## src/rtl/memory_access.sv

```systemverilog
// Pipeline memory-access stage: issues one data-memory request per load/store,
// waits for dmem_ready, extracts/extends load data and faults on misaligned or illegal accesses.
module memory_access (
    input  logic        clk,
    input  logic        rst_n,
    input  logic        ex_valid,
    input  logic [31:0] alu_result,
    input  logic [31:0] rs2_data,
    input  logic [4:0]  rd_in,
    input  logic        reg_write_in,
    input  logic        mem_read,
    input  logic        mem_write,
    input  logic [2:0]  funct3,
    output logic        dmem_req,
    output logic        dmem_we,
    output logic [31:0] dmem_addr,
    output logic [31:0] dmem_wdata,
    output logic [3:0]  dmem_be,
    input  logic        dmem_ready,
    input  logic [31:0] dmem_rdata,
    output logic        out_valid,
    output logic [31:0] mem_data_out,
    output logic [31:0] alu_result_out,
    output logic [4:0]  rd_out,
    output logic        reg_write_out,
    output logic        mem_read_out,
    output logic        mem_stall,
    output logic        misalign_err
);

    localparam int unsigned XLEN = 32;
    localparam int unsigned RW   = 5;

    typedef enum logic {IDLE = 1'b0, BUSY = 1'b1} state_t;

    state_t state;
    state_t state_next;

    logic            is_mem;
    logic            is_load;
    logic            illegal;
    logic            misaligned;
    logic            fault;
    logic            accept_mem;
    logic            complete;
    logic [3:0]      be_c;
    logic [XLEN-1:0] wdata_c;
    logic [XLEN-1:0] rshift;
    logic [7:0]      load_byte;
    logic [15:0]     load_half;
    logic [XLEN-1:0] load_data;

    logic [XLEN-1:0] lat_addr;
    logic [XLEN-1:0] lat_wdata;
    logic [3:0]      lat_be;
    logic            lat_we;
    logic [RW-1:0]   lat_rd;
    logic [2:0]      lat_f3;
    logic            lat_rw;

    // Request decode; a read+write combination is handled as a plain load
    always_comb begin
        is_mem  = mem_read | mem_write;
        is_load = mem_read;
        case (funct3)
            3'b000, 3'b001, 3'b010: illegal = 1'b0;
            3'b100, 3'b101:         illegal = ~is_load;
            default:                illegal = 1'b1;
        endcase
        misaligned = ((funct3[1:0] == 2'b01) && alu_result[0]) ||
                     ((funct3[1:0] == 2'b10) && (alu_result[1:0] != 2'b00));
        fault      = (state == IDLE) && ex_valid && is_mem && (illegal || misaligned);
        accept_mem = (state == IDLE) && ex_valid && is_mem && !(illegal || misaligned);
        complete   = (state == BUSY) && dmem_ready;
    end

    // Store lane steering; loads carry no byte enables
    always_comb begin
        be_c    = 4'b0000;
        wdata_c = rs2_data;
        case (funct3[1:0])
            2'b00: begin
                be_c    = 4'b0001 << alu_result[1:0];
                wdata_c = {4{rs2_data[7:0]}};
            end
            2'b01: begin
                be_c    = 4'b0011 << {alu_result[1], 1'b0};
                wdata_c = {2{rs2_data[15:0]}};
            end
            default: begin
                be_c    = 4'b1111;
                wdata_c = rs2_data;
            end
        endcase
        if (is_load) begin
            be_c = 4'b0000;
        end
    end

    // Load lane select and extension from the latched address/size
    always_comb begin
        rshift    = dmem_rdata >> {lat_addr[1:0], 3'b000};
        load_byte = rshift[7:0];
        load_half = lat_addr[1] ? dmem_rdata[31:16] : dmem_rdata[15:0];
        case (lat_f3)
            3'b000:  load_data = {{24{load_byte[7]}}, load_byte};
            3'b001:  load_data = {{16{load_half[15]}}, load_half};
            3'b100:  load_data = {24'h000000, load_byte};
            3'b101:  load_data = {16'h0000, load_half};
            default: load_data = dmem_rdata;
        endcase
    end

    always_ff @(posedge clk or negedge rst_n) begin
        if (!rst_n) begin
            state <= IDLE;
        end else begin
            state <= state_next;
        end
    end

    always_comb begin
        state_next = state;
        case (state)
            IDLE:    if (accept_mem) state_next = BUSY;
            BUSY:    if (dmem_ready) state_next = IDLE;
            default: state_next = IDLE;
        endcase
    end

    always_comb begin
        mem_stall = 1'b0;
        dmem_req  = 1'b0;
        if (state == BUSY) begin
            mem_stall = 1'b1;
            dmem_req  = 1'b1;
        end
    end

    assign dmem_we    = lat_we;
    assign dmem_addr  = lat_addr;
    assign dmem_wdata = lat_wdata;
    assign dmem_be    = lat_be;

    // Access context captured on acceptance, held stable for the whole BUSY period
    always_ff @(posedge clk or negedge rst_n) begin
        if (!rst_n) begin
            lat_addr  <= '0;
            lat_wdata <= '0;
            lat_be    <= '0;
            lat_we    <= 1'b0;
            lat_rd    <= '0;
            lat_f3    <= '0;
            lat_rw    <= 1'b0;
        end else if (accept_mem) begin
            lat_addr  <= alu_result;
            lat_wdata <= wdata_c;
            lat_be    <= be_c;
            lat_we    <= ~is_load;
            lat_rd    <= rd_in;
            lat_f3    <= funct3;
            lat_rw    <= reg_write_in;
        end else if (complete) begin
            lat_we    <= 1'b0;
        end
    end

    // Writeback-side registers; valid/write/error strobes default low every cycle
    always_ff @(posedge clk or negedge rst_n) begin
        if (!rst_n) begin
            out_valid      <= 1'b0;
            mem_data_out   <= '0;
            alu_result_out <= '0;
            rd_out         <= '0;
            reg_write_out  <= 1'b0;
            mem_read_out   <= 1'b0;
            misalign_err   <= 1'b0;
        end else begin
            out_valid     <= 1'b0;
            reg_write_out <= 1'b0;
            misalign_err  <= 1'b0;
            if (fault) begin
                out_valid      <= 1'b1;
                misalign_err   <= 1'b1;
                mem_data_out   <= '0;
                alu_result_out <= alu_result;
                rd_out         <= rd_in;
                mem_read_out   <= 1'b0;
            end else if ((state == IDLE) && ex_valid && !is_mem) begin
                out_valid      <= 1'b1;
                mem_data_out   <= '0;
                alu_result_out <= alu_result;
                rd_out         <= rd_in;
                reg_write_out  <= reg_write_in;
                mem_read_out   <= 1'b0;
            end else if (complete) begin
                out_valid      <= 1'b1;
                mem_data_out   <= lat_we ? '0 : load_data;
                alu_result_out <= lat_addr;
                rd_out         <= lat_rd;
                reg_write_out  <= ~lat_we & lat_rw;
                mem_read_out   <= ~lat_we;
            end
        end
    end

endmodule

```

## config.mk

```make
export PLATFORM = sky130hd
export DESIGN_NAME = memory_access
export DESIGN_NICKNAME = d
export VERILOG_FILES = /design/src/rtl/memory_access.sv
export SDC_FILE = /design/constraint.sdc
export NUM_CORES = 1
export LEC_CHECK = 0
export ABC_AREA = 1
export BUFFER_PORTS_ARGS = -buffer_cell sky130_fd_sc_hd__buf_2
export CORE_MARGIN = 2
export CORE_UTILIZATION = 42
export CTS_CLUSTER_SIZE = 25
export DETAILED_ROUTE_END_ITERATION = 10
export GPL_TIMING_DRIVEN = 0
export MAX_ROUTING_LAYER = met4
export PLACE_DENSITY_LB_ADDON = 0.08
export SLEW_MARGIN = 20
export SYNTH_ARGS = -nofsm -noshare
export SYNTH_HDL_FRONTEND = slang
export SYNTH_SLANG_ARGS = --single-unit
```

## constraint.sdc

```tcl
create_clock -name clk -period 1.75 [get_ports clk]
set_input_delay 0.0875 -clock clk [delete_from_list [all_inputs] [get_ports clk]]
set_output_delay 0.0875 -clock clk [all_outputs]
set_load 0.02 [all_outputs]
```

==> impl_metrics.toml <==
[floorplan]
coreArea_sq_um = 16600
fp-row-count = 47
dieArea_sq_um = 18000
num_io_pins = 255
start_util = 0.429
die_h_microns = 134
die_w_microns = 134

[detailed_routing]
drt-vias-per-instance = 4.99
wl_per_cell_microns = 15.9
drt_iter0_drc = 481
route.detailed.drc = 0
ant_nets = 0
drtPass1Iterations = 5
num_vias = 7328
drt_wl_total_mm = 23.3

[pwr]
power.net_switching_mw = 4.86
power_mw = 12.9
pwr-share-comb = 0.334
power_density_nw_per_um2 = 1280
switching_share = 0.377
leakage_nw = 5.52
power_frac_clock = 0.286
max-vdd-ir-drop_mv = 0.686
intPower_mw = 8.03
p_seq_frac = 0.379

[worst_setup_path]
timing.rr.start = "state$_DFF_PN0_"
reg2reg_slack_ns = 0.11
worstPathMaxFanout = 10
rr_endpoint = "dmem_addr[23]$_DFFE_PN0P_"
rr_worst_depth = 8
worst_ep_required_time_ns = 2.12
critPathArrivalTime_ns = 2.01
cp_num_buf_inv = 3
slowest_stage = "dfrtp_1"
path_cells = "inv_2 -> nand2_1 -> nor2_4 -> nand3_2 -> inv_2 -> buf_2 -> nand2_1 -> nand2_1"
end_kind = "register"
crit_path_start_kind = "register"
crit_top_cell = "nand2_1"
slowest_delay_ns = 0.45
path_delay_family = "buffers and inverters"
critPathKind = "reg -> reg"

[layout]
multi_input_area_sq_um = 2860
fillers = 1572
syn_to_final_growth_pct = 41.0
layout.nets = 1345
stdcell_count = 1470
regArea_sq_um = 3800
drive_gt1_frac = 0.289

[sta]
post-route-min-period_ns = 1.64
fin_crit_sh = 0.938
slew_violations = 0
setup_violations = 0
finalClockSkew_ns = 0.00890
worst_slew_pin_slew_ns = 0.529
rsz0062_at_grt = "no"
hold_viol = 0
slew_headroom = 0.647
fmax_ghz = 0.609

[global_route]
grt_max_degree = 88
grt_usage = 0.268
first_global_vias = 7169
grt_pass1_wl_mm = 36.8
grt-ovfl-total = 0
antenna_found_initial = 3

[cts]
cts_root_buf = "clkbuf_16"
clk_pin_slew_ns = 0.06
cts.sinks = 152
worst_skew_pair.late_latency_ns = 0.43
cts_buffers = 17
cts-htree-levels = 4
cts_buffer_depth = 2
cts_tree = "built"

[job]
maxCapViolations = 0

[placement]
hpwlAfterDp_mm = 16.3
gp_congestion = 0.882
port_buffers = 253
dp_cells = 1362

[yosys]
ys_ff_latch = 152
synth_nets = 999
synth.cell_area_sq_um = 7120
ys_warn_count = 0
syn_avg_cell_area_sq_um = 8.02
ys_seq_area_frac = 0.534
synth.distinct_cells = 26
syn_inst = 888

[hold_path]
hold_path.class = "in -> reg"
whs_path_depth = 3
min-delay-start = "rs2_data[9]"
holdPathEnd = "dmem_wdata[9]$_DFFE_PN0P_"

[outcome]
status = "finished, final reports clean"
[worst max-delay path by stage]
| stage | start | to | slack (ns) | cells after the start |
|---|---|---|---|---|
| floorplan | state$_DFF_PN0_ | dmem_wdata[28]$_DFFE_PN0P_ | 0.28 | 8 |
| global placement | rst_n | dmem_addr[15]$_DFFE_PN0P_ | -1.78 | 1 |
| detailed placement | state$_DFF_PN0_ | alu_result_out[7]$_DFFE_PN0P_ | -0.07 | 6 |
| CTS | state$_DFF_PN0_ | alu_result_out[9]$_DFFE_PN0P_ | 0.07 | 6 |
| global route | state$_DFF_PN0_ | dmem_addr[21]$_DFFE_PN0P_ | 0.009 | 8 |
| finish | state$_DFF_PN0_ | dmem_addr[23]$_DFFE_PN0P_ | 0.11 | 8 |
[registers in the layout, indices dropped and copies added, names as in the netlist, 3 cells and up]
signal and cells:
lat_rd 5, alu_result_out 32, mem_data_out 32, dmem_addr 32
dmem_wdata 32, dmem_be 4, lat_f3 3, rd_out 5
[layer usage]
metal	vias up	track usage	routed length, microns
met4	0	0.0772	397
met5	-	-	0
met1	3463	0.352	10300
li1	3565	-	-
met3	29	0.0627	1600
met2	271	0.419	11000
[final cells by class]
| cell class | count | share of cell area |
|---|---|---|
| Buffer | 55 | 0.0318 |
| Clock buffer | 19 | 0.0441 |
| Tap cell | 220 | 0.0274 |
| Antenna cell | 3 | 0.000748 |
| Timing Repair Buffer | 327 | 0.203 |
| Clock inverter | 13 | 0.0143 |
| Inverter | 40 | 0.0155 |
| Multi-Input combinational cell | 641 | 0.285 |
| Sequential cell | 152 | 0.379 |
[power groups by stage]
stage / registers [mW] / logic, mW / clock network, mW
after global placement: 4.92 / 4.12 / 0
after CTS: 4.88 / 4.32 / 3.74
after global routing: 4.99 / 4.73 / 3.88
final: 4.89 / 4.31 / 3.69
after floorplan: 5.88 / 1.59 / 0
after detailed placement: 4.93 / 4.18 / 0
[Yosys cell counts, drive strengths merged]
cell    count  area share
o21ai      65       0.046
nand3     154        0.11
o211ai      7      0.0074
a22oi       1      0.0011
a21oi      17       0.012
nor2       26       0.016
buf        42       0.037
or2        15       0.013
clkbuf     13      0.0069
dfrtp     152        0.53
a31oi       1      0.0018
nand3b      1      0.0011
nand2     354        0.19
inv        40       0.022
[layout by cell type, fill, tap and decap left out, drive strengths merged]
cell type    count
o211ai           7
nand2          354
dfrtp          152
o21ai           65
dlygate4sd3     73
nor2            26
or2             15
buf            294
a21oi           17
a31oi            1
a22oi            1
bufinv           2
inv             44
clkinvlp         1
nand3b           1
clkbuf          34
nand3          154
diode            3
clkinv           6
[through the flow]
step	hold slack, ns	instance area (sq um)	TNS, ns	setup WS [ns]	utilization
after floorplan	-0.208	7120	0	0.278	-
after global placement	0.293	8660	-270.37	-1.78	0.522
after detailed placement	0.0663	8700	-1.90	-0.0697	0.524
after CTS	0.00397	10000	0	0.0660	0.604
after global routing	0.0178	10000	0	0.00879	0.605
final	0.00715	10000	0	0.109	0.605
[cell families after synthesis]
| family | after synthesis | synth area share |
|---|---|---|
| buffers and inverters | 95 | 0.0654 |
| DFF | 152 | 0.534 |
| and+or+nand+nor | 550 | 0.332 |
| AOI/OAI and AO/OA | 91 | 0.0678 |
[worst reg2reg max path, cell delays in order (launching register included)]
cell and delay [ns]:
dfrtp_1 0.45, inv_2 0.13, nand2_1 0.09, nor2_4 0.14
nand3_2 0.13, inv_2 0.21, buf_2 0.29, nand2_1 0.08
nand2_1 0.07
[what timing repair did]
item / in CTS / in global routing
cloned: 0 / 0
endpoints found under the setup margin: 69 / 37
hold buffers: 73 / 0
endpoints found under the hold margin: 175 / 0
setup buffers: 0 / 0
resized for setup: 1 / 8
Power figures use the tool's default switching activity.
